<file path="config.mk">
export PLATFORM = sky130hd
export DESIGN_NAME = accmat_dac_serializer
export DESIGN_NICKNAME = d
export VERILOG_FILES = /design/src/rtl/accmat_audio_pkg.sv /design/src/rtl/accmat_sample_fifo.sv /design/src/rtl/accmat_dac_serializer.sv
export SDC_FILE = /design/constraint.sdc
export NUM_CORES = 1
export LEC_CHECK = 0
export ABC_AREA = 1
export CORE_ASPECT_RATIO = 1.4
export CORE_MARGIN = 3
export CORE_UTILIZATION = 50
export CTS_CLUSTER_SIZE = 24
export DETAILED_ROUTE_END_ITERATION = 10
export HOLD_SLACK_MARGIN = 0.1
export PLACE_DENSITY = 0.7
export SLEW_MARGIN = 20
export SYNTH_ARGS = -nofsm -noshare
export SYNTH_HDL_FRONTEND = slang
export SYNTH_SLANG_ARGS = --single-unit
</file>
<file path="constraint.sdc">
create_clock -name clk_clk -period 2.44 [get_ports clk_clk]
set_clock_uncertainty 0.15 [all_clocks]
set_input_delay 0.244 -clock clk_clk [delete_from_list [all_inputs] [get_ports clk_clk]]
set_output_delay 0.244 -clock clk_clk [all_outputs]
set_load 0.01 [all_outputs]
</file>
<file path="src/rtl/accmat_audio_pkg.sv">
// Shared constants and types for the accmat audio output path.
package accmat_audio_pkg;

    localparam int SAMPLE_W_DEFAULT = 24;
    localparam int I2S_DELAY_BITS   = 1;

    typedef enum logic [1:0] {
        IDLE,
        DELAY,
        SHIFT,
        PAD
    } dac_state_t;

endpackage

</file>
<file path="src/rtl/accmat_sample_fifo.sv">
// Synchronous sample FIFO; a pop frees its slot for a push in the same cycle.
module accmat_sample_fifo #(
    parameter int WIDTH = 24,
    parameter int DEPTH = 8
) (
    input  logic                   clk,
    input  logic                   reset,
    input  logic                   push,
    input  logic [WIDTH-1:0]       push_data,
    input  logic                   pop,
    output logic [WIDTH-1:0]       head_data,
    output logic                   full,
    output logic                   empty,
    output logic [$clog2(DEPTH):0] level
);

    localparam int AW = $clog2(DEPTH);

    logic [WIDTH-1:0] mem [DEPTH];
    logic [AW-1:0]    wr_ptr;
    logic [AW-1:0]    rd_ptr;
    logic             do_push;
    logic             do_pop;

    assign empty     = (level == '0);
    assign full      = (level == (AW+1)'(DEPTH));
    assign do_pop    = pop && !empty;
    assign do_push   = push && (!full || do_pop);
    assign head_data = mem[rd_ptr];

    always_ff @(posedge clk) begin
        if (reset) begin
            wr_ptr <= '0;
            rd_ptr <= '0;
            level  <= '0;
        end else begin
            if (do_push) wr_ptr <= wr_ptr + AW'(1);
            if (do_pop)  rd_ptr <= rd_ptr + AW'(1);
            case ({do_push, do_pop})
                2'b10:   level <= level + (AW+1)'(1);
                2'b01:   level <= level - (AW+1)'(1);
                default: level <= level;
            endcase
        end
    end

    // Storage needs no reset: the level counter decides what is valid.
    always_ff @(posedge clk) begin
        if (do_push) mem[wr_ptr] <= push_data;
    end

endmodule

</file>
<file path="src/rtl/accmat_dac_serializer.sv">
// I2S DAC serializer: toggle-handshake sample capture, FIFO, mono-to-stereo framing.
// Sticky underrun/overflow flags exist only when ACCMAT_DAC_STATUS_EN is defined.
module accmat_dac_serializer
    import accmat_audio_pkg::*;
#(
    parameter int SAMPLE_W    = SAMPLE_W_DEFAULT,
    parameter int FIFO_DEPTH  = 8,
    parameter int SYNC_STAGES = 2
) (
    input  logic                        clk_clk,
    input  logic                        reset_reset,
    input  logic [SAMPLE_W-1:0]         sample_i,
    input  logic                        sample_toggle_i,
    output logic                        ack_toggle_o,
    input  logic                        audio_o_BCLK,
    input  logic                        audio_o_DACLRCK,
    output logic                        audio_o_DACDAT,
    output logic [$clog2(FIFO_DEPTH):0] fifo_level_o,
    output logic                        underrun_o,
    output logic                        overflow_o,
    input  logic                        status_clr_i
);

    localparam int CNT_W = $clog2(SAMPLE_W);
    localparam int DLY_W = 2;

    logic [SYNC_STAGES-1:0] tog_sync, bclk_sync, lrck_sync;
    logic                   tog_d, bclk_d, lrck_d;
    logic                   tog_edge, bclk_fall, lrck_edge, lrck_fall;

    logic [SAMPLE_W-1:0]    fifo_head, held_q, held_next;
    logic                   fifo_full, fifo_empty;

    dac_state_t             state, state_next;
    logic [SAMPLE_W-1:0]    shift_reg, shift_next;
    logic [CNT_W-1:0]       bit_cnt, cnt_next;
    logic [DLY_W-1:0]       dly_cnt, dly_next;
    logic                   dacdat_next;

    // Each synchronizer shifts in at bit 0; the top bit is the settled value.
    always_ff @(posedge clk_clk) begin
        if (reset_reset) begin
            tog_sync     <= '0;
            bclk_sync    <= '0;
            lrck_sync    <= '0;
            tog_d        <= 1'b0;
            bclk_d       <= 1'b0;
            lrck_d       <= 1'b0;
            ack_toggle_o <= 1'b0;
        end else begin
            tog_sync     <= SYNC_STAGES'({tog_sync, sample_toggle_i});
            bclk_sync    <= SYNC_STAGES'({bclk_sync, audio_o_BCLK});
            lrck_sync    <= SYNC_STAGES'({lrck_sync, audio_o_DACLRCK});
            tog_d        <= tog_sync[SYNC_STAGES-1];
            bclk_d       <= bclk_sync[SYNC_STAGES-1];
            lrck_d       <= lrck_sync[SYNC_STAGES-1];
            ack_toggle_o <= tog_d;
        end
    end

    assign tog_edge  = tog_sync[SYNC_STAGES-1] ^ tog_d;
    assign bclk_fall = bclk_d & ~bclk_sync[SYNC_STAGES-1];
    assign lrck_edge = lrck_sync[SYNC_STAGES-1] ^ lrck_d;
    assign lrck_fall = lrck_d & ~lrck_sync[SYNC_STAGES-1];

    accmat_sample_fifo #(
        .WIDTH (SAMPLE_W),
        .DEPTH (FIFO_DEPTH)
    ) u_fifo (
        .clk       (clk_clk),
        .reset     (reset_reset),
        .push      (tog_edge),
        .push_data (sample_i),
        .pop       (lrck_fall),
        .head_data (fifo_head),
        .full      (fifo_full),
        .empty     (fifo_empty),
        .level     (fifo_level_o)
    );

    // An empty FIFO at left-frame start sends silence rather than repeating stale audio.
    assign held_next = lrck_fall ? (fifo_empty ? '0 : fifo_head) : held_q;

    always_ff @(posedge clk_clk) begin
        if (reset_reset) begin
            held_q         <= '0;
            state          <= IDLE;
            shift_reg      <= '0;
            bit_cnt        <= '0;
            dly_cnt        <= '0;
            audio_o_DACDAT <= 1'b0;
        end else begin
            held_q         <= held_next;
            state          <= state_next;
            shift_reg      <= shift_next;
            bit_cnt        <= cnt_next;
            dly_cnt        <= dly_next;
            audio_o_DACDAT <= dacdat_next;
        end
    end

    // An LRCK edge always restarts the word and masks a coincident BCLK fall.
    always_comb begin
        state_next  = state;
        shift_next  = shift_reg;
        cnt_next    = bit_cnt;
        dly_next    = dly_cnt;
        dacdat_next = audio_o_DACDAT;
        if (lrck_edge) begin
            state_next  = DELAY;
            shift_next  = held_next;
            dly_next    = DLY_W'(I2S_DELAY_BITS - 1);
            dacdat_next = 1'b0;
        end else if (bclk_fall) begin
            case (state)
                DELAY: begin
                    if (dly_cnt != '0) begin
                        dly_next    = dly_cnt - DLY_W'(1);
                        dacdat_next = 1'b0;
                    end else begin
                        dacdat_next = shift_reg[SAMPLE_W-1];
                        shift_next  = shift_reg << 1;
                        cnt_next    = CNT_W'(SAMPLE_W - 1);
                        state_next  = SHIFT;
                    end
                end
                SHIFT: begin
                    if (bit_cnt == '0) begin
                        dacdat_next = 1'b0;
                        state_next  = PAD;
                    end else begin
                        dacdat_next = shift_reg[SAMPLE_W-1];
                        shift_next  = shift_reg << 1;
                        cnt_next    = bit_cnt - CNT_W'(1);
                    end
                end
                default: dacdat_next = 1'b0;
            endcase
        end
    end

`ifdef ACCMAT_DAC_STATUS_EN
    logic underrun_q, overflow_q;
    logic underrun_set, overflow_set;

    // A push at full only overflows when no pop frees a slot in that cycle.
    assign underrun_set = lrck_fall && fifo_empty;
    assign overflow_set = tog_edge && fifo_full && !lrck_fall;

    always_ff @(posedge clk_clk) begin
        if (reset_reset) begin
            underrun_q <= 1'b0;
            overflow_q <= 1'b0;
        end else begin
            if (underrun_set)      underrun_q <= 1'b1;
            else if (status_clr_i) underrun_q <= 1'b0;
            if (overflow_set)      overflow_q <= 1'b1;
            else if (status_clr_i) overflow_q <= 1'b0;
        end
    end

    assign underrun_o = underrun_q;
    assign overflow_o = overflow_q;
`else
    logic unused_status;
    assign unused_status = status_clr_i ^ fifo_full;
    assign underrun_o    = 1'b0;
    assign overflow_o    = 1'b0;
`endif

endmodule

</file>
---- Word level (Yosys, flattened, before mapping) ----
Memory sizes are Yosys's and may differ from the RTL's. A register that Yosys moved wholly into a read port is not among the register bits.
Cells that the tools add are included.
W data, S select, Z words.
operators by class
  equality and inequality tests ........... 11
  bitwise logic cells ..................... 7
  reductions and logical operators ........ 18
  add/subtract/negate cells ............... 6
  mux-type cells .......................... 23
operators by type and width
  operator               count
  $mux W24               6
  $pmux W24 S2           1
  $reduce_and A4 Y1      3
  $mux W5                2
  $pmux W5 S2            1
  $ne A3 B3 Y1 const B   3
  $pmux W4 S2            1
  $reduce_bool A2 Y1     4
  $add A3 B1 Y3 const B  2
  $mux W1                6
  $mux W3                2
  $ne A2 B2 Y1 const B   3
  $logic_not A5 Y1       1
  $reduce_and A5 Y1      1
  $sub A5 B1 Y5 const B  1
  $add A4 B1 Y4 const B  1
  $eq A2 B1 Y1 const B   2
  $eq A2 B2 Y1 const B   2
  $eq A4 B4 Y1 const B   1
  $logic_not A4 Y1       1
  $mux W2                2
  $pmux W2 S2            1
  $sub A4 B1 Y4 const B  1
  $not A1 Y1             3
  10 further kinds       14
word-level totals
  RAM bits ................................ 192
  memories ................................ 1
  output and inout bits ................... 8
  bits in registers ....................... 78
  bits of input ports ..................... 30
  logic and storage cells ................. 83
memories
  memory      depth  width  rd ports  clocked after memory_dff  wr ports  line                      text
  u_fifo.mem  8      24     1         1                         1         accmat_sample_fifo.sv:19  logic [WIDTH-1:0] mem [DEPTH];

---- Longest topological paths before layout ----
  depth after elaboration ................. 7
  depth in mapped cells ................... 13
  depth with buffers taken out ............ 13

---- By module ----
From an unflattened synthesis, not the netlist that was laid out.
unflattened totals
  cell total of the unflattened synthesis .. 996
  area, all modules ....................... 11357.1 µm²
modules (own cells, without submodules)
  module                 cells an instance  times used  area each (µm²)
  accmat_sample_fifo     586                1           8152.8
  accmat_dac_serializer  410                1           3204.3

---- Least setup slack after synthesis ----
No wires, ideal clock.
  kind .................................... reg2reg
  start ................................... reg lrck_sync[1]
  end ..................................... mem u_fifo.mem[0][0] (enable)
  setup time .............................. 0.405 ns
  arrival ................................. 2.005 ns
  stages on the path, launching flop included .. 9
  buffers on the path ..................... 0
  setup slack ............................. -0.120 ns
  cells stage by stage .................... dfxtp_1 -> inv_1 -> ha_1 -> inv_2 -> nand4_1 -> nand2_1 -> inv_1 -> nand2_1 -> nor2_1
between the ends
  word-level cells in the longest chain between the ends .. 7
ends and longest elaborated chain
  what                           line                         text
  start, declared                accmat_dac_serializer.sv:27  logic [SYNC_STAGES-1:0] tog_sync, bclk_sync, lrck_sync;
  start signal, assigned         accmat_dac_serializer.sv:53  lrck_sync <= SYNC_STAGES'({lrck_sync, audio_o_DACLRCK});
  $not A1 Y1                     accmat_dac_serializer.sv:64  assign lrck_fall = lrck_d & ~lrck_sync[SYNC_STAGES-1];
  $and A1 B1 Y1                  accmat_dac_serializer.sv:64
  $logic_and A1 B1 Y1            accmat_sample_fifo.sv:27     assign do_pop = pop && !empty;
  $logic_or A1 B1 Y1             accmat_sample_fifo.sv:28     assign do_push = push && (!full || do_pop);
  $logic_and A1 B1 Y1            accmat_sample_fifo.sv:28
  $mux W1                        accmat_sample_fifo.sv:49     if (do_push) mem[wr_ptr] <= push_data;
  $mux W1 (implied by the code)  accmat_sample_fifo.sv:49
  end, declared                  accmat_sample_fifo.sv:19
Every way passes these cells.

---- Worst setup path after layout ----
  start ................................... reg lrck_sync[1]
  end ..................................... reg u_fifo.level[2]
between the ends
  word-level cells in the longest chain between the ends .. 7
  elaborated cells on any way between the ends .. 9
ends and longest elaborated chain
  what                                               line                         text
  $not A1 Y1 (*)                                     accmat_dac_serializer.sv:64
  $and A1 B1 Y1 (*)                                  accmat_dac_serializer.sv:64
  $logic_and A1 B1 Y1 (*)                            accmat_sample_fifo.sv:27
  $logic_or A1 B1 Y1                                 accmat_sample_fifo.sv:28
  $logic_and A1 B1 Y1                                accmat_sample_fifo.sv:28
  $eq A2 B1 Y1 or $eq A2 B2 Y1 (tied branches)       accmat_sample_fifo.sv:39     case ({do_push, do_pop})
  $pmux W4 S2 or $reduce_bool A2 Y1 (tied branches)  -
  end signal, assigned                               accmat_sample_fifo.sv:40     2'b10: level <= level + (AW+1)'(1);
  end signal, assigned                               accmat_sample_fifo.sv:41     2'b01: level <= level - (AW+1)'(1);
  end signal, assigned                               accmat_sample_fifo.sv:42     default: level <= level;
  end, declared                                      accmat_sample_fifo.sv:14     output logic [$clog2(DEPTH):0] level
Every way passes the cells marked *; elsewhere a longest branch is shown, timed or not.
A chain may end at the register's enable or synchronous reset.

==> results.sh <==
export IMPL_status="complete, no violations"
export IMPL_vias=7803
export IMPL_gp_congestion=0.806
export IMPL_synth_flop_cell="edfxtp_1"
export IMPL_tritoncts="built"
export IMPL_pwr_density_cell_nw_per_um2=723
export IMPL_dr_pass1_iters=5
export IMPL_worstHoldStart="lrck_sync[0]$_SDFF_PP0_"
export IMPL_worst_slew_pin_slew_ps=518
export IMPL_dieWidth_um=134
export IMPL_cts_clk_slew_worst_paths_ps=60
export IMPL_setup_ws_ps=268
export IMPL_synth_warnings=0
export IMPL_synth_edf_count=192
export IMPL_cts_setup_buffers=0
export IMPL_ys_top_cells_by_count="nand2_1 (302), edfxtp_1 (192), inv_1 (140)"
export IMPL_postLayoutCoreUtil_pct=58.9
export IMPL_grt_pass1_wl_mm=38.0
export IMPL_synth_top_area_share_pct=50.6
export IMPL_syn_area_per_cell_um2=9.72
export IMPL_post_drt_wl_per_cell_um=15.4
export IMPL_synthTopCellsByArea="edfxtp_1 (51%), dfxtp_1 (14%), nand2_1 (9.9%)"
export IMPL_drt_initial_drc_count=507
export IMPL_critical_path_buf_inv_count=3
export IMPL_antenna_found_initial=0
export IMPL_seq_area_frac_synth_pct=64.8
export IMPL_finalWirelength_mm=23.5
export IMPL_slew_viol_final=0
export IMPL_die_area_um2=24700
export IMPL_synth_cells=1172
export IMPL_slowest_delay_ps=300
export IMPL_min_period_over_period_pct=89.0
export IMPL_via_per_inst=5.11
export IMPL_portBuffers=34
export IMPL_grt_max_degree=97
export IMPL_cts_root_buf="clkbuf_16"
export IMPL_seq_area_um2=7390
export IMPL_stdcell_count=1528
export IMPL_multiInputGateArea_um2=3160
export IMPL_cp_data_arrival_time_ps=2440
export IMPL_critPathLaunchType="register"
export IMPL_slew_limit_headroom_pct=65.5
export IMPL_post_place_cells=1477
export IMPL_numClockSinks=273
export IMPL_hold_viol=0
export IMPL_finalSetupViolCount=0
export IMPL_critPathRequiredTime_ps=2710
export IMPL_drc=0
export IMPL_clk_latency_ps=520
export IMPL_yosysMostFrequentCell="nand2_1"
export IMPL_crit_chain="inv_1 -> ha_1 -> inv_2 -> a31oi_2 -> ha_1 -> xor2_1 -> ha_1 -> a21oi_1 -> xnor2_1 -> o21ai_0 -> inv_1"
export IMPL_syn_cell_area_um2=11400
export IMPL_antenna_cells=0
export IMPL_ys_ff_latch=273
export IMPL_ys_types=30
export IMPL_cts_max_path_buffers=3
export IMPL_numCtsBuffers=26
export IMPL_largest_reg_flops=192
export IMPL_drive_gt1_share_pct=7.23
export IMPL_cpLargestDelayFamily="adder cells"
export IMPL_grt_overflow=0
export IMPL_max_freq_mhz=461
export IMPL_end_kind="register"
export IMPL_slowest_stage="dfxtp_1"
export IMPL_cap_violations=0
export IMPL_rows=64
export IMPL_grtUsageTotal_pct=19.2
export IMPL_area_growth_pct=14.2
export IMPL_ir_drop_mv=0.629
export IMPL_initial_core_util_pct=51.6
export IMPL_path_class="reg2reg"
export IMPL_dieHeight_um=185
export IMPL_leakage_nw=5.27
export IMPL_hp_class="reg2reg"
export IMPL_grt_setup_unrepaired="no"
export IMPL_core_um2=22100
export IMPL_io_pins=38
export IMPL_critPathMostFrequentCell="ha_1"
export IMPL_finalWorstPathRequiredPeriod_ps=2170
export IMPL_post_dp_hpwl_mm=13.9
export IMPL_fill_cells=1884
export IMPL_htreeDepth=1
export IMPL_cp_max_fo=3
export IMPL_async_flop_share_pct=0
export IMPL_r2r_start="lrck_sync[1]$_SDFF_PP0_"
export IMPL_final_nets=1253
export IMPL_dp_slack_ps=327
export IMPL_setup_worst_path_start="lrck_sync[1]$_SDFF_PP0_"
export IMPL_drtAntennaViolNets=0
export IMPL_synth_top_area_cell="edfxtp_1"
export IMPL_grt_pass1_vias=7579
per-stage QoR:
stage               setup TNS (ps)  cell area, um^2  total power, W  hold WS, ps
finish                           0            13000         0.00941          259
global route                     0            13000         0.00976          285
CTS                              0            13000         0.00948          262
detailed placement               0            12100         0.00562          251
global placement                 0            12100         0.00561          253
floorplan                   -11510            11400         0.00543          193
kinds of logic (layout without fill, tap and decap cells):
family                     Yosys count  in the layout  share of synthesized area [%]
and+or+nand+nor                    539            539                           19.5
DFF                                273            273                           64.8
buffers and inverters              203            261                           7.60
AOI/OAI and AO/OA                  138            138                           6.29
adders and majority gates           11             11                           1.21
xor gates and xnor gates             7              7                          0.538
other                                1              2                         0.0329
report_power, final:
part | leakage (nW) | switching, W | total [W] | internal [W]
registers | 2.39 | 0.0000347 | 0.00507 | 0.00503
logic | 2.47 | 0.000289 | 0.000454 | 0.000165
clock network | 0.402 | 0.00163 | 0.00388 | 0.00225
total | 5.27 | 0.00196 | 0.00941 | 0.00745
repair_timing:
| item | 4_1_cts | 5_1_grt |
|---|---|---|
| endpoints found under the hold margin | 17 | 0 |
| resized for setup | 0 | 0 |
| setup endpoints to repair | 0 | 0 |
| hold buffers | 4 | 0 |
final timing paths:
check,end,slack (ps),depth (start not counted)
max,u_fifo.level[2]$_SDFFE_PP0P_,270,11
min,lrck_sync[1]$_SDFF_PP0_,260,2
max reg2reg,u_fifo.level[2]$_SDFFE_PP0P_,270,11
min reg2reg,lrck_sync[1]$_SDFF_PP0_,260,2
placed cells by master, fill, tap and decap left out:
cell,instances
nand2_1,302
edfxtp_1,192
inv_1,140
nand3_1,137
nor2_1,83
dfxtp_1,79
o21ai_0,71
a21oi_1,59
clkdlybuf4s50_1,33
clkbuf_16,26
buf_4,24
ha_1,11
nor2_2,9
clkinv_1,8
buf_12,8
xor2_1,6
o211ai_1,5
dlygate4sd3_1,4
nand4_1,3
clkbuf_8,3
clkbuf_1,3
clkinv_2,3
inv_2,2
dfxtp_2,2
conb_1,2
bufinv_16,2
clkinvlp_2,2
a31oi_2,1
nor2_4,1
a21oi_2,1
nand2_2,1
nor3_1,1
or2_2,1
and3_1,1
xnor2_1,1
a21boi_0,1
clkinv_8,1
clkinvlp_4,1
buf_2,1
final cells by class:
type	count	share of cell area, %
sequential	273	56.8
timing repair buffer	70	5.50
clock buffer	32	5.40
inverter	144	4.15
clock inverter	15	1.01
multi-input combinational	697	24.3
tap	297	2.85
layer usage:
metal / global-route usage (%) / vias to the layer above / wire length (um)
li1: - / 3923 / -
met1: 23.8 / 3669 / 9920
met2: 34.6 / 167 / 12000
met3: 2.46 / 44 / 923
met4: 7.04 / 0 / 637
met5: 0 / - / 0
tightest hold or removal path, delay by kind of cell (launching register included):
kind | cells | cell delay [ps]
DFF | 1 | 300
and+or+nand+nor | 1 | 30
buffers and inverters | 1 | 40
Note: power is estimated with default switching activity, not from simulation.
